$ cat src/rtl/alu_pkg.sv
// Shared ALU definitions: datapath width, operation codes and arbiter state type.
package alu_pkg;

    localparam int ALU_W = 32;

    // Operation codes; 11..15 are unassigned and flagged as errors by the ALU.
    // Shift/immediate conventions: SLL shifts src2 by shamt, SLLV shifts src2 by
    // src1[4:0], LUI places src2[15:0] in the upper half, ORI zero-extends src2[15:0].
    // BNE produces src1 - src2 so the zero flag reports equality.
    typedef enum logic [3:0] {
        ALU_AND  = 4'd0,
        ALU_OR   = 4'd1,
        ALU_ADD  = 4'd2,
        ALU_SUB  = 4'd3,
        ALU_SLT  = 4'd4,
        ALU_SLTU = 4'd5,
        ALU_BNE  = 4'd6,
        ALU_SLL  = 4'd7,
        ALU_SLLV = 4'd8,
        ALU_LUI  = 4'd9,
        ALU_ORI  = 4'd10
    } alu_op_e;

    // Output register occupancy of the shared-ALU arbiter.
    typedef enum logic {
        ST_EMPTY = 1'b0,
        ST_FULL  = 1'b1
    } arb_state_e;

endpackage

$ cat src/rtl/alu_share_arb_alu.sv
// Combinational ALU shared by both requesters of alu_share_arb.
module alu_share_arb_alu
    import alu_pkg::*;
(
    input  logic [3:0]       ctrl_i,
    input  logic [ALU_W-1:0] src1_i,
    input  logic [ALU_W-1:0] src2_i,
    input  logic [4:0]       shamt_i,
    output logic [ALU_W-1:0] result_o,
    output logic             err_o
);

    // Decode the operation code and compute the result; unknown codes give 0 with err.
    always_comb begin
        // NOTE: every output gets a default first so no path through the case infers a latch.
        result_o = '0;
        err_o    = 1'b0;
        case (ctrl_i)
            ALU_AND:  result_o = src1_i & src2_i;
            ALU_OR:   result_o = src1_i | src2_i;
            ALU_ADD:  result_o = src1_i + src2_i;
            ALU_SUB:  result_o = src1_i - src2_i;
            ALU_SLT:  result_o = {{(ALU_W-1){1'b0}}, ($signed(src1_i) < $signed(src2_i))};
            ALU_SLTU: result_o = {{(ALU_W-1){1'b0}}, (src1_i < src2_i)};
            ALU_BNE:  result_o = src1_i - src2_i;
            ALU_SLL:  result_o = src2_i << shamt_i;
            ALU_SLLV: result_o = src2_i << src1_i[4:0];
            ALU_LUI:  result_o = {src2_i[15:0], 16'h0000};
            ALU_ORI:  result_o = src1_i | {16'h0000, src2_i[15:0]};
            default:  err_o    = 1'b1;
        endcase
    end

endmodule

$ cat src/rtl/alu_share_arb.sv
// Two requesters share one ALU; a single output register holds the response
// for whichever requester was granted, with round-robin or fixed priority.
module alu_share_arb
    import alu_pkg::*;
#(
    parameter int RR_EN = 1
) (
    input  logic             clk_i,
    input  logic             rst_i,
    input  logic             req0_valid_i,
    input  logic             req1_valid_i,
    output logic             req0_ready_o,
    output logic             req1_ready_o,
    input  logic [ALU_W-1:0] req0_src1_i,
    input  logic [ALU_W-1:0] req0_src2_i,
    input  logic [ALU_W-1:0] req1_src1_i,
    input  logic [ALU_W-1:0] req1_src2_i,
    input  logic [3:0]       req0_ctrl_i,
    input  logic [3:0]       req1_ctrl_i,
    input  logic [4:0]       req0_shamt_i,
    input  logic [4:0]       req1_shamt_i,
    output logic             rsp0_valid_o,
    output logic             rsp1_valid_o,
    input  logic             rsp0_ready_i,
    input  logic             rsp1_ready_i,
    output logic [ALU_W-1:0] rsp_result_o,
    output logic             rsp_zero_o,
    output logic             rsp_err_o
);

    arb_state_e       state_q, state_d;
    logic             owner_q, owner_d;   // requester owning the held response
    logic             ptr_q, ptr_d;       // requester granted most recently
    logic [ALU_W-1:0] result_q, result_d;
    logic             zero_q, zero_d;
    logic             err_q, err_d;

    logic             owner_rsp_ready;
    logic             can_grant;
    logic             pick1;
    logic             gnt0, gnt1;
    logic [ALU_W-1:0] op_src1, op_src2;
    logic [3:0]       op_ctrl;
    logic [4:0]       op_shamt;
    logic [ALU_W-1:0] alu_result;
    logic             alu_err;

    // Arbitration: choose a requester and decide whether the output register can take it.
    always_comb begin
        owner_rsp_ready = owner_q ? rsp1_ready_i : rsp0_ready_i;
        can_grant       = !rst_i && ((state_q == ST_EMPTY) || owner_rsp_ready);
        if (RR_EN != 0) begin
            // On a tie the requester not granted last time wins.
            pick1 = (req0_valid_i && req1_valid_i) ? !ptr_q : req1_valid_i;
        end else begin
            pick1 = req1_valid_i && !req0_valid_i;
        end
        gnt0 = can_grant && req0_valid_i && !pick1;
        gnt1 = can_grant && pick1;
    end

    // Operand mux feeding the shared ALU from the selected requester.
    always_comb begin
        op_src1  = pick1 ? req1_src1_i  : req0_src1_i;
        op_src2  = pick1 ? req1_src2_i  : req0_src2_i;
        op_ctrl  = pick1 ? req1_ctrl_i  : req0_ctrl_i;
        op_shamt = pick1 ? req1_shamt_i : req0_shamt_i;
    end

    alu_share_arb_alu u_alu (
        .ctrl_i   (op_ctrl),
        .src1_i   (op_src1),
        .src2_i   (op_src2),
        .shamt_i  (op_shamt),
        .result_o (alu_result),
        .err_o    (alu_err)
    );

    // Next state: capture the ALU result on a grant, free the register when consumed.
    always_comb begin
        state_d  = state_q;
        owner_d  = owner_q;
        ptr_d    = ptr_q;
        result_d = result_q;
        zero_d   = zero_q;
        err_d    = err_q;
        if (gnt0 || gnt1) begin
            state_d  = ST_FULL;
            owner_d  = gnt1;
            ptr_d    = gnt1;
            result_d = alu_result;
            zero_d   = (alu_result == '0);
            err_d    = alu_err;
        end else if ((state_q == ST_FULL) && owner_rsp_ready) begin
            state_d = ST_EMPTY;
        end
    end

    // State register with synchronous reset; reset makes requester 0 win the first tie.
    always_ff @(posedge clk_i) begin
        // NOTE: state is updated with non-blocking assignments so all flops see pre-edge values.
        if (rst_i) begin
            state_q  <= ST_EMPTY;
            owner_q  <= 1'b0;
            ptr_q    <= 1'b1;
            result_q <= '0;
            zero_q   <= 1'b1;
            err_q    <= 1'b0;
        end else begin
            state_q  <= state_d;
            owner_q  <= owner_d;
            ptr_q    <= ptr_d;
            result_q <= result_d;
            zero_q   <= zero_d;
            err_q    <= err_d;
        end
    end

    assign req0_ready_o = gnt0;
    assign req1_ready_o = gnt1;
    assign rsp0_valid_o = (state_q == ST_FULL) && !owner_q;
    assign rsp1_valid_o = (state_q == ST_FULL) && owner_q;
    assign rsp_result_o = result_q;
    assign rsp_zero_o   = zero_q;
    assign rsp_err_o    = err_q;

endmodule

$ cat config.mk
export PLATFORM = sky130hd
export DESIGN_NAME = alu_share_arb
export DESIGN_NICKNAME = d
export VERILOG_FILES = /design/src/rtl/alu_pkg.sv /design/src/rtl/alu_share_arb_alu.sv /design/src/rtl/alu_share_arb.sv
export SDC_FILE = /design/constraint.sdc
export NUM_CORES = 1
export LEC_CHECK = 0
export CAP_MARGIN = 10
export CORE_MARGIN = 2
export CORE_UTILIZATION = 30
export DETAILED_ROUTE_END_ITERATION = 12
export PLACE_DENSITY_LB_ADDON = 0.3
export SETUP_SLACK_MARGIN = 0.2
export SLEW_MARGIN = 20
export SYNTH_ARGS = -nofsm -noshare
export SYNTH_HDL_FRONTEND = slang
export SYNTH_SLANG_ARGS = --single-unit
$ cat constraint.sdc
create_clock -name clk_i -period 6 [get_ports clk_i]
set_clock_uncertainty 0.1 [all_clocks]
set_input_delay 0.9 -clock clk_i [delete_from_list [all_inputs] [get_ports clk_i]]
set_output_delay 0.9 -clock clk_i [all_outputs]
set_load 0.02 [all_outputs]
* After elaboration in Yosys (flattened, before gate mapping)
Cells that the tools add are included.
** Cells by class
- Multiplexer cells :: 10
- Equal/unequal tests :: 10
- Bitwise logic cells :: 4
- Magnitude comparators :: 2
- Reduce and logical (&&, ||, !) cells :: 19
- Add/sub/neg operators :: 2
- Shift operators :: 2
** Operators with widths (number)
- $pmux 32 s10 :: 1
- $lt 32x32->1 :: 2
- $mux 32 :: 2
- $shl 32x5->32 :: 2
- $add 32x32->32 :: 1
- $and 32x32->32 :: 1
- $logic_not 32->1 :: 1
- $or 32x16->32 :: 1
- $or 32x32->32 :: 1
- $sub 32x32->32 :: 1
- $eq 4x3->1 const B :: 4
- $eq 4x4->1 const B :: 3
- $reduce_or 11->1 :: 1
- $eq 4x2->1 const B :: 2
- $logic_and 1x1->1 :: 8
- $mux 1 :: 5
- $mux 5 :: 1
- $eq 4x1->1 const B :: 1
- $logic_not 1->1 :: 4
- $logic_not 4->1 :: 1
- $mux 4 :: 1
- $logic_or 1x1->1 :: 2
- $reduce_bool 2->1 :: 1
- $reduce_or 2->1 :: 1
- $not 1->1 :: 1
** Word-level totals
- Word-level logic and storage cells :: 55
- Bits in registers :: 37
- Input bits :: 152

* Depth between registers and ports, before layout
Gate-level depths: netlist of run 1.
- Depth in word-level cells :: 7
- Depth in mapped cells :: 23
- Depth with buffers taken out :: 17

* Cells and area by module
Synthesis of run 1 repeated with hierarchy kept, for this count alone.
** Second synthesis, totals
- Cells, all modules :: 1404
- Area total of the unflattened synthesis :: 9083.7 um^2
** Modules (own cells, without submodules)
- alu_share_arb_alu :: area an instance 6737.7 um^2, cells each 1030, times used 1
- alu_share_arb :: area an instance 2346.0 um^2, cells each 374, times used 1

* Least setup slack after synthesis of run 1
OpenSTA, ideal clock, no wires.
- Path type :: input port to flip-flop
- From :: in req1_valid_i
- To :: reg zero_q, in the netlist rsp_zero_o
- Stages on the path :: 22
- Setup time :: 0.096 ns
- Data arrival time :: 5.987 ns
- Setup slack :: -0.182 ns
- Buffers on the path :: 7
- Cell sequence :: a21bo_2 buf_2 buf_2 buf_1 buf_1 clkbuf_1 clkbuf_1 nand2_1 nand2_1 ha_1 clkbuf_1 a21oi_1 o211ai_1 a221o_1 or2_1 a221o_1 a221o_1 a221oi_1 o2111ai_1 nor4_1 nand4_1 o41ai_2
** On the way
- Word-level cells in the longest chain between the ends :: 7
- Elaborated cells on any way between the ends :: 33
- Classes of those cells :: add/sub (2); order compare (2); eq/ne (10); shift (2); mux (6); bitwise (3); reduce/logical (8)
** Ends and longest elaborated chain
- start: declaration :: RTL line alu_share_arb.sv:11 : input logic req1_valid_i,
- $logic_and 1x1->1 :: RTL line alu_share_arb.sv:54 : pick1 = (req0_valid_i && req1_valid_i) ? !ptr_q : req1_valid_i;
- $mux 1 (*) :: RTL line alu_share_arb.sv:54
- parallel branches: the longest is 5 deep, another holds $sub 32x32->32
- end signal: assignment :: RTL line alu_share_arb.sv:114 : zero_q <= zero_d;
- end: declaration :: RTL line alu_share_arb.sv:35 : logic zero_q, zero_d;
Mark *: on every way between the ends.
A chain may end at the register's enable or synchronous reset.

* Worst setup path in the final report of run 1
- From :: in req0_valid_i
- To :: reg zero_q, in the netlist rsp_zero_o
** On the way
- Word-level cells in the longest chain between the ends :: 7
- Elaborated cells on any way between the ends :: 34
- Classes of those cells :: add/sub (2); order compare (2); eq/ne (10); shift (2); mux (6); bitwise (3); reduce/logical (9)
** Ends and longest elaborated chain
- start: declaration :: RTL line alu_share_arb.sv:10 : input logic req0_valid_i,
- parallel branches: the longest is 7 deep, another holds $sub 32x32->32
Several ways; the timed one is not identified.

==> summary.txt, run 1 <==
Synth
  • Cell area after synthesis: 0.0110 sq mm
  • Largest cells by area after synthesis: ha_1 11%, mux2i_1 8.5%, nand2_1 7.2%, dfxtp_1 6.7%, nor2_1 5.4%
  • Largest area contributor in the netlist: ha_1
  • Number of synthesized register bits: 37
  • FFs w/ async S/R, synth: 0
  • Yosys cell types: 92
  • Synth Instances: 1641
  • Yosys top cell area share: 0.109
  • Warnings from Yosys: 0
  • Register area share after synthesis: 0.0671
  • Syn nets: 1891
  • Post-synth top flop: dfxtp_1
  • Synthesized area per cell: 6.72 sq um
  • Post-synth EDFFs: 0

Floorplan
  • Die height: 196 microns
  • Die Width: 196 microns
  • Placeable Area: 0.0364 sq mm
  • Initial Utilization: 0.303
  • Number of I/O pins: 190
  • Die ar.: 0.0383 sq mm
  • Num rows: 70

Critical path
  • Setup CP Type: input pin to register
  • Worst reg2reg path depth: 21
  • Worst endpoint required time: 6.09 ns
  • CP arrival: 5.47 ns
  • Critical path peak fanout: 6
  • Reg2reg setup slack: 1.04 ns
  • Worst Setup SP: req0_valid_i
  • Startpoint type of the worst setup path: input pin
  • RR Endpoint: rsp_zero_o
  • CP Capture Type: register
  • Worst r2r src: ptr_q

Final layout
  • Inserted Diodes: 0
  • Fillers: 3770
  • Final instance area: 0.0160 sq mm
  • Register area: 741 sq um
  • Synth-to-Final Area Change: 44.6%
  • Final net count: 2265
  • Layout cells sized above 1: 0.212
  • Multi-input gate area: 0.00987 sq mm

Power and ir drop
  • PwrDens: 175 mW/mm^2
  • Max rail drop VDD: 100 uV
  • Leak: 0.00691 uW
  • Final Power: 2800 uW

STA
  • Max-slew violation count: 0
  • Crit path time final: 5.38 ns
  • Tcrit/Tclk final: 0.897
  • RSZ-0062 raised after global routing: false
  • Fmax: 186 MHz
  • Tightest Pin Transition: 1.16 ns
  • Final hold vios: 0
  • Worst slew margin: 0.203
  • Setup TNS: 0 ns
  • Final setup vio count: 0

CTS
  • Deepest clock path buffer count: 2
  • Clock Tree Root: clkbuf_16
  • Hold-fix buffers at CTS: 0
  • Skew-Pair Late Insertion Delay: 0.28 ns
  • H-tree Lvls: 2
  • Num CTS Buffers: 5
  • CTS tree: yes
  • Clock net sink count: 37
  • Worst-path clk slew: 0.06 ns

Drt
  • DR WL/cell: 25.8 microns
  • Residual DRC: 0
  • Drt pass-1 iters: 5
  • ANT nets after route: 0
  • Initial drt markers: 1523
  • Vias per cell: 6.00
  • DRT Wirelength: 64000 microns
  • Vias: 14.9k

Global routing
  • Number of global-route vias before repair: 14.0k
  • Initial antenna violation count: 1
  • Global Route Usage Sum: 0.320
  • Pin count of the biggest net entering global routing: 44
  • Remaining Overflow, GRT: 0
  • Global-route wire length before repair: 92400 microns

Flow run
  • Maxcap violations: 0

Worst hold path
  • Hold_sp: rsp_result_o[25]
  • WHS Path Cells: 2
  • Worst hold endpoint: rsp_result_o[25]
  • Hold Path Class: register to register

Place
  • IO buf count: 189
  • DP Wirelength: 53200 microns
  • Area of placed instances: 0.0152 sq mm
  • GPL Wtd Cong: 1.03

Status
  • Status: finished, final reports clean
final cells by class:
| class | instances | share of cell area |
|---|---|---|
| Inverter | 97 | 0.0228 |
| Tap cell | 468 | 0.0367 |
| Multi-Input combinational cell | 1389 | 0.618 |
| Timing Repair Buffer | 485 | 0.265 |
| Sequential cell | 37 | 0.0464 |
| Clock buffer | 5 | 0.00784 |
| Clock inverter | 3 | 0.00290 |
worst max-delay path, stage by stage:
cell            delay (ns)
dlymetal6s2s_1        0.18
a21boi_4              0.21
buf_12                0.14
buf_4                 0.12
mux2i_4               0.32
inv_1                 0.12
ha_4                  0.33
nor2_1                0.05
a221o_1               0.35
buf_4                 0.15
o211ai_1              0.33
buf_4                 0.20
a31oi_4               0.10
o41ai_4               0.42
o221ai_2              0.17
a221oi_2              0.29
buf_4                 0.16
nand4b_1              0.15
nor4_2                0.31
nand4_1               0.21
o41ai_2               0.24
per-stage QoR:
stage	std cells	worst slack [ns]	util	hold WS (ns)
after floorplan	1641	0.201	-	0.400
after global placement	2464	-0.387	0.418	0.353
after detailed placement	2464	-0.560	0.418	0.353
after CTS	2472	0.206	0.425	0.361
after global routing	2484	0.379	0.438	0.384
final	2484	0.616	0.438	0.362
timing repair:
action	in CTS	in global routing
buffers inserted	0	10
endpoints found under the setup margin	2	4
cloned	0	2
hold endpoints to repair	0	0
gates resized for setup	23	62
pin swaps	1	18
logic make-up (layout without fill, tap and decap cells):
group	after synthesis	count (layout)	synth area share
AOI/OAI and AO/OA	511	511	0.325
xor gates and xnor gates	17	17	0.0135
adders and majority gates	98	98	0.112
buffers and inverters	215	590	0.0788
DFF	37	37	0.0671
muxes	128	128	0.127
and+or+nand+nor	635	635	0.276
per-layer routing:
layer	vias up	track usage	part of all wire
met3	151	0.0480	0.083
met4	2	0.118	0.045
li1	6865	-	-
met1	7113	0.425	0.43
met5	-	0	0.00017
met2	784	0.525	0.45
Yosys cell counts (7+ instances only):
library cell	n
nand3_1	27
nor3_1	72
nand4_1	15
a221o_1	15
a31oi_1	20
o211ai_1	26
a211oi_1	47
dfxtp_1	37
a21boi_0	8
mux2i_1	94
xnor2_1	15
clkbuf_1	74
nand2b_1	47
a21oi_1	119
o21ai_0	64
nand2_1	212
o221ai_1	21
and3_1	11
nor2_1	160
a221oi_1	22
inv_1	97
a311oi_1	7
o2111ai_1	9
buf_2	23
a22oi_1	11
nor4_1	16
mux2_2	21
a21o_1	13
o311ai_0	9
nor4b_1	7
ha_1	96
or3_1	15
nor2b_1	9
o211a_1	7
o22ai_1	23
buf_1	15
o31ai_1	15
worst max-delay path by stage:
| stage | end | slack, ns | cells after the start |
|---|---|---|---|
| after detailed placement | rsp_zero_o | -0.56 | 19 |
| after global placement | rsp_zero_o | -0.39 | 19 |
| final | rsp_zero_o | 0.62 | 21 |
| after CTS | rsp_zero_o | 0.21 | 21 |
| after global routing | rsp_zero_o | 0.38 | 21 |
| after floorplan | rsp_zero_o | 0.20 | 21 |
registers in the layout (all words and copies together) (netlist names):
signal / flops
owner_q: 1
rsp_err_o: 1
rsp_zero_o: 1
rsp_result_o: 32
state_q: 1
ptr_q: 1
placed cells by master, fill, tap and decap left out, types with 17 or more instances in the layout:
cell	synthesis	layout
a211oi_1	47	47
ha_1	96	88
o22ai_1	23	23
mux2_2	21	21
o21ai_0	64	63
o211ai_1	26	26
nand2b_1	47	47
mux2i_1	94	82
a21oi_1	119	114
a31oi_1	20	18
nand2_1	212	211
nor3_1	72	70
clkdlybuf4s50_1	0	187
a221oi_1	22	17
buf_4	3	286
nor2_1	160	158
dfxtp_1	37	37
nand3_1	27	27
o221ai_1	21	20
inv_1	97	97
power by group:
part	internal [uW]	leakage (uW)	switching, uW
logic	947	0.00653	1270
registers	270	0.000305	13.5
clock network	196	0.0000800	100
Note: power is estimated with default switching activity, not from simulation.
==> run 2, diff against run 1 <==
CORE_MARGIN = 5   (was 2)
==> run 2 against run 1 <==
  * Final area shrank 3.5%
  * Sequential cell count is the same
  * Wire length grew 2.0%
  * Largest cell class unchanged
==> summary.txt, run 2 (synthesis results as in run 1) <==
Floorplan
  • Placeable Area: 0.0364 sq mm
  • Die ar.: 0.0407 sq mm
  • Number of I/O pins: 190
  • Num rows: 70
  • Die height: 202 microns
  • Die Width: 202 microns
  • Initial Utilization: 0.303

Worst hold path
  • Hold_sp: rsp_result_o[25]
  • Hold Path Class: register to register

Place
  • DP Wirelength: 55200 microns
  • GPL Wtd Cong: 1.05
  • DP Worst Slack: -0.575 ns
  • Placed Cells: 2440
  • IO buf count: 189

Status
  • Status: finished, final reports clean

STA
  • RSZ-0062 raised after global routing: false
  • Final setup vio count: 0
  • Crit path time final: 5.59 ns
  • Tcrit/Tclk final: 0.932
  • Worst slew margin: 0.325
  • Fmax: 179 MHz
  • Min Hold Slack: 0.359 ns
  • Tightest Pin Transition: 1.01 ns
  • Final hold vios: 0
  • Final setup margin: 0.405 ns
  • Max-slew violation count: 0

CTS
  • Deepest clock path buffer count: 2
  • Worst-path clk slew: 0.05 ns
  • CTS tree: yes
  • Clock Tree Root: clkbuf_16
  • Num CTS Buffers: 5
  • Clock net sink count: 37
  • Skew-Pair Late Insertion Delay: 0.28 ns
  • H-tree Lvls: 2
  • Hold-fix buffers at CTS: 0

Critical path
  • Worst Setup SP: req0_valid_i
  • Startpoint type of the worst setup path: input pin
  • Crit path to: rsp_zero_o
  • CP arrival: 5.68 ns
  • Worst reg2reg path depth: 19
  • Critical path peak fanout: 6
  • Reg2reg setup slack: 0.96 ns
  • Setup CP Type: input pin to register
  • RR Endpoint: rsp_zero_o
  • Worst endpoint required time: 6.09 ns
  • Worst r2r src: ptr_q
  • CP Capture Type: register

Drt
  • Residual DRC: 0
  • Vias: 14.8k
  • Drt pass-1 iters: 5
  • Initial drt markers: 1370
  • Vias per cell: 6.04
  • DRT Wirelength: 65300 microns
  • DR WL/cell: 26.6 microns
  • ANT nets after route: 0

Global routing
  • Global Route Usage Sum: 0.301
  • Remaining Overflow, GRT: 0
  • Initial antenna violation count: 2
  • Pin count of the biggest net entering global routing: 44
  • Global-route wire length before repair: 93900 microns
  • Number of global-route vias before repair: 14.0k

Final layout
  • Synth-to-Final Area Change: 39.6%
  • Most common cell after layout, fill and taps aside: buf_4
  • Most frequent cells in the layout: 252 x buf_4, 212 x nand2_1, 187 x clkdlybuf4s50_1
  • Final core occ: 0.423
  • Layout cells sized above 1: 0.183
  • Final net count: 2230
  • Final Instance Count excl. Fillers: 2451
  • Max FFs per register: 32

Power and ir drop
  • PwrDens: 176 mW/mm^2
  • Leak: 0.00670 uW
  • Final Power: 2720 uW
  • Max rail drop VDD: 94.1 uV

Flow run
  • Maxcap violations: 0
==> run 2: cell count changes in the layout (fill, tap and decap cells not counted), sizes merged <==
cell / previous run / this run
buf: 294 / 261
clkinvlp: 1 / 0
clkinv: 1 / 0
dlymetal6s2s: 2 / 1
diode: 0 / 2
dlygate4sd2: 0 / 1
==> run 2: worst min-delay path by stage <==
stage	end	slack (ns)	depth (start not counted)
floorplan	ptr_q	0.40	2
global placement	rsp_result_o[25]	0.35	2
detailed placement	rsp_result_o[25]	0.35	2
CTS	rsp_result_o[25]	0.36	2
global route	rsp_result_o[4]	0.37	2
finish	rsp_result_o[25]	0.36	2
==> run 2: through the flow <==
stage / cell area (sq um) / TNS [ns]
after floorplan: 11100 / 0
after global placement: 15000 / -0.486
after detailed placement: 15000 / -0.707
after CTS: 15300 / 0
after global routing: 15400 / 0
final: 15400 / 0
==> run 2: area by class of cell <==
| cell class | instances | area [sq um] |
|---|---|---|
| fillers | 3834 | 21000 |
| inverters | 97 | 364 |
| flip-flops and latches | 37 | 741 |
| clock inverters | 1 | 30.0 |
| repair buffers | 450 | 3930 |
| clock buffers | 7 | 143 |
| diodes | 2 | 5.00 |
| well taps | 468 | 586 |
| multi-input cells | 1389 | 9610 |
==> run 2: timing repair <==
| item | in CTS | in global routing |
|---|---|---|
| endpoints found under the setup margin | 2 | 4 |
| pin swaps | 1 | 5 |
| setup buffers | 0 | 1 |
| gates resized for setup | 15 | 31 |
==> run 2: per-layer routing <==
layer / track usage / up-vias / part of all wire
met5: 0 / - / 0.00020
met4: 0.116 / 2 / 0.047
met3: 0.0441 / 151 / 0.073
met2: 0.484 / 740 / 0.44
met1: 0.407 / 7101 / 0.44
li1: - / 6798 / -
==> run 2: where the power goes <==
group	internal (uW)	switching (uW)
registers	270	13.9
clock network	207	95.8
logic	893	1240
==> run 2: worst max-delay path, stage by stage <==
cell and delay, ns:
dlygate4sd2_1 0.29, a21bo_4 0.23, buf_4 0.18, nand2_1 0.07, and2_1 0.17, inv_1 0.05
ha_1 0.21, fa_1 0.45, a21o_1 0.21, and4_1 0.24, o2111a_1 0.29, or2_4 0.28
a311o_1 0.41, a221o_1 0.38, a21boi_2 0.22, nand4_1 0.15, nor4_2 0.39, buf_4 0.18
nand4_1 0.14, o41ai_2 0.23
==> run 3, diff against run 2 <==
GPL_TIMING_DRIVEN = 0   (was default)
SKIP_LAST_GASP = 1   (was default)
==> run 3 against run 2 <==
  * Worst hold slack better by 0.0018 ns
  * Register-to-register slack worse by 0.34 ns
  * Final cell count fell by 4.1%
  * Critical path depth down 5
  * Final area down 2.2%
  * Critical path type unchanged
==> summary.txt, run 3 (synthesis results as in run 1) <==
Critical path
  • Critical Path Max Stage Delay: 0.53 ns
  • Reg2reg setup slack: 0.62 ns
  • CP arrival: 5.92 ns
  • Worst reg2reg path depth: 23
  • Critical Path, Cell by Cell: clkdlybuf4s50_1, buf_2, nor4b_2, buf_2, mux2_2, mux2i_1, buf_2, buf_1, clkbuf_1, nor3_1, o31ai_2, o21ai_1, nor4_1, nand4_1, o41ai_2
  • RR Endpoint: rsp_zero_o
  • Worst r2r src: ptr_q
  • Setup CP Type: input pin to register
  • Startpoint type of the worst setup path: input pin
  • Critical path peak fanout: 10
  • CP Capture Type: register
  • Worst endpoint required time: 6.10 ns
  • Slowest cell on crit path: o31ai_2
  • CP delay by family, top: buffers and inverters
  • Most used cell, CP: buf_2
  • CP bufs+invs: 6

STA
  • Final hold vios: 0
  • Tightest Pin Transition: 1.27 ns
  • Final setup vio count: 0
  • Max-slew violation count: 0
  • Tcrit/Tclk final: 0.971
  • Fmax: 172 MHz
  • Crit path time final: 5.82 ns
  • RSZ-0062 raised after global routing: true
  • Min Hold Slack: 0.361 ns
  • Worst slew margin: 0.149

Final layout
  • Max FFs per register: 32
  • Inserted Diodes: 0
  • Synth-to-Final Area Change: 36.6%
  • Most common cell after layout, fill and taps aside: nand2_1
  • Layout cells sized above 1: 0.141
  • Final instance area: 0.0151 sq mm
  • Most frequent cells in the layout: 206 x nand2_1, 185 x clkdlybuf4s50_1, 158 x nor2_1
  • Final net count: 2131

Drt
  • Vias: 14.8k
  • DR WL/cell: 30.1 microns
  • Residual DRC: 0
  • Drt pass-1 iters: 5
  • ANT nets after route: 0
  • DRT Wirelength: 70700 microns
  • Initial drt markers: 1510
  • Vias per cell: 6.31

Floorplan
  • Num rows: 70
  • Placeable Area: 0.0364 sq mm
  • Die ar.: 0.0407 sq mm
  • Number of I/O pins: 190
  • Initial Utilization: 0.303
  • Die height: 202 microns
  • Die Width: 202 microns

Worst hold path
  • Hold_sp: rsp_result_o[4]
  • Hold Path Class: register to register
  • Worst hold endpoint: rsp_result_o[4]
  • WHS Path Cells: 2

CTS
  • Worst-path clk slew: 0.06 ns
  • Clock net sink count: 37
  • H-tree Lvls: 2
  • Num CTS Buffers: 5
  • Hold-fix buffers at CTS: 0
  • Deepest clock path buffer count: 2
  • Skew-Pair Late Insertion Delay: 0.28 ns
  • Clock Tree Root: clkbuf_16
  • CTS tree: yes

Power and ir drop
  • Max rail drop VDD: 93.4 uV
  • Leak: 0.00614 uW
  • PwrDens: 178 mW/mm^2

Global routing
  • Remaining Overflow, GRT: 0
  • Pin count of the biggest net entering global routing: 14
  • Initial antenna violation count: 3
  • Global Route Usage Sum: 0.327
  • Number of global-route vias before repair: 14.4k
  • Global-route wire length before repair: 100000 microns

Flow run
  • Maxcap violations: 0

Status
  • Status: finished, final reports clean

Place
  • Area of placed instances: 0.0135 sq mm
  • IO buf count: 187
  • GPL Wtd Cong: 1.05
  • DP Wirelength: 58600 microns
[run 3: changes by cell type in the layout (fill, tap and decap cells not counted), sizes merged]
cell,before,now
clkinvlp,0,1
buf,261,92
dlygate4sd2,1,0
diode,2,0
clkdlybuf4s50,187,185
clkinv,0,1
dlymetal6s2s,1,0
clkbuf,7,79
[run 3: worst max path at each step]
stage                   startpoint         end  slack, ns  cells after the start
floorplan             req1_valid_i  rsp_zero_o       0.20                     21
global placement      req1_valid_i  rsp_zero_o      -3.83                     22
detailed placement    req1_valid_i  rsp_zero_o      -3.56                     21
CTS                   req1_valid_i  rsp_zero_o       0.20                     24
global route          req1_valid_i  rsp_zero_o       0.09                     24
finish              req0_ctrl_i[2]  rsp_zero_o       0.18                     15
[run 3: tightest hold or removal path: cells and delay by family (launching register included)]
kind / cells / cell delay [ns]
flops: 1 / 0.31
simple gates: 1 / 0.05
compound gates: 1 / 0.05
[run 3: cell type report]
class,instances,area (sq um)
clock inverters,3,46.3
well taps,468,586
clock buffers,5,125
repair buffers,233,2230
flip-flops and latches,37,741
multi-input cells,1389,10100
inverters,97,364
fillers,3885,21400
plain buffers,118,840
[run 3: layer usage]
metal,vias to the layer above,GRT usage,part of all wire
li1,6595,-,-
met2,840,0.521,0.44
met3,194,0.0671,0.093
met4,4,0.162,0.059
met5,-,0,0.00040
met1,7197,0.422,0.41
[run 3: timing repair]
action,4_1_cts,5_1_grt
pin swaps,26,16
gates resized for setup,219,23
setup endpoints to repair,35,5
buffers inserted,40,5
[run 3: power breakdown]
group          switching (uW)  internal, uW
clock                     105           197
combinational            1330           773
sequential               13.4           270
[run 3: through the flow]
| step | cells | TNS (ns) | util | setup slack, ns | power [uW] |
|---|---|---|---|---|---|
| 2_1_floorplan | 1641 | 0 | - | 0.201 | 1340 |
| 6_report | 2350 | 0 | 0.414 | 0.176 | 2690 |
| 5_1_grt | 2350 | 0 | 0.414 | 0.0857 | 2800 |
| 3_5_place_dp | 2297 | -75.66 | 0.372 | -3.56 | 2080 |
| 4_1_cts | 2345 | 0 | 0.411 | 0.202 | 2600 |
| 3_3_place_gp | 2296 | -79.38 | 0.371 | -3.83 | 2080 |
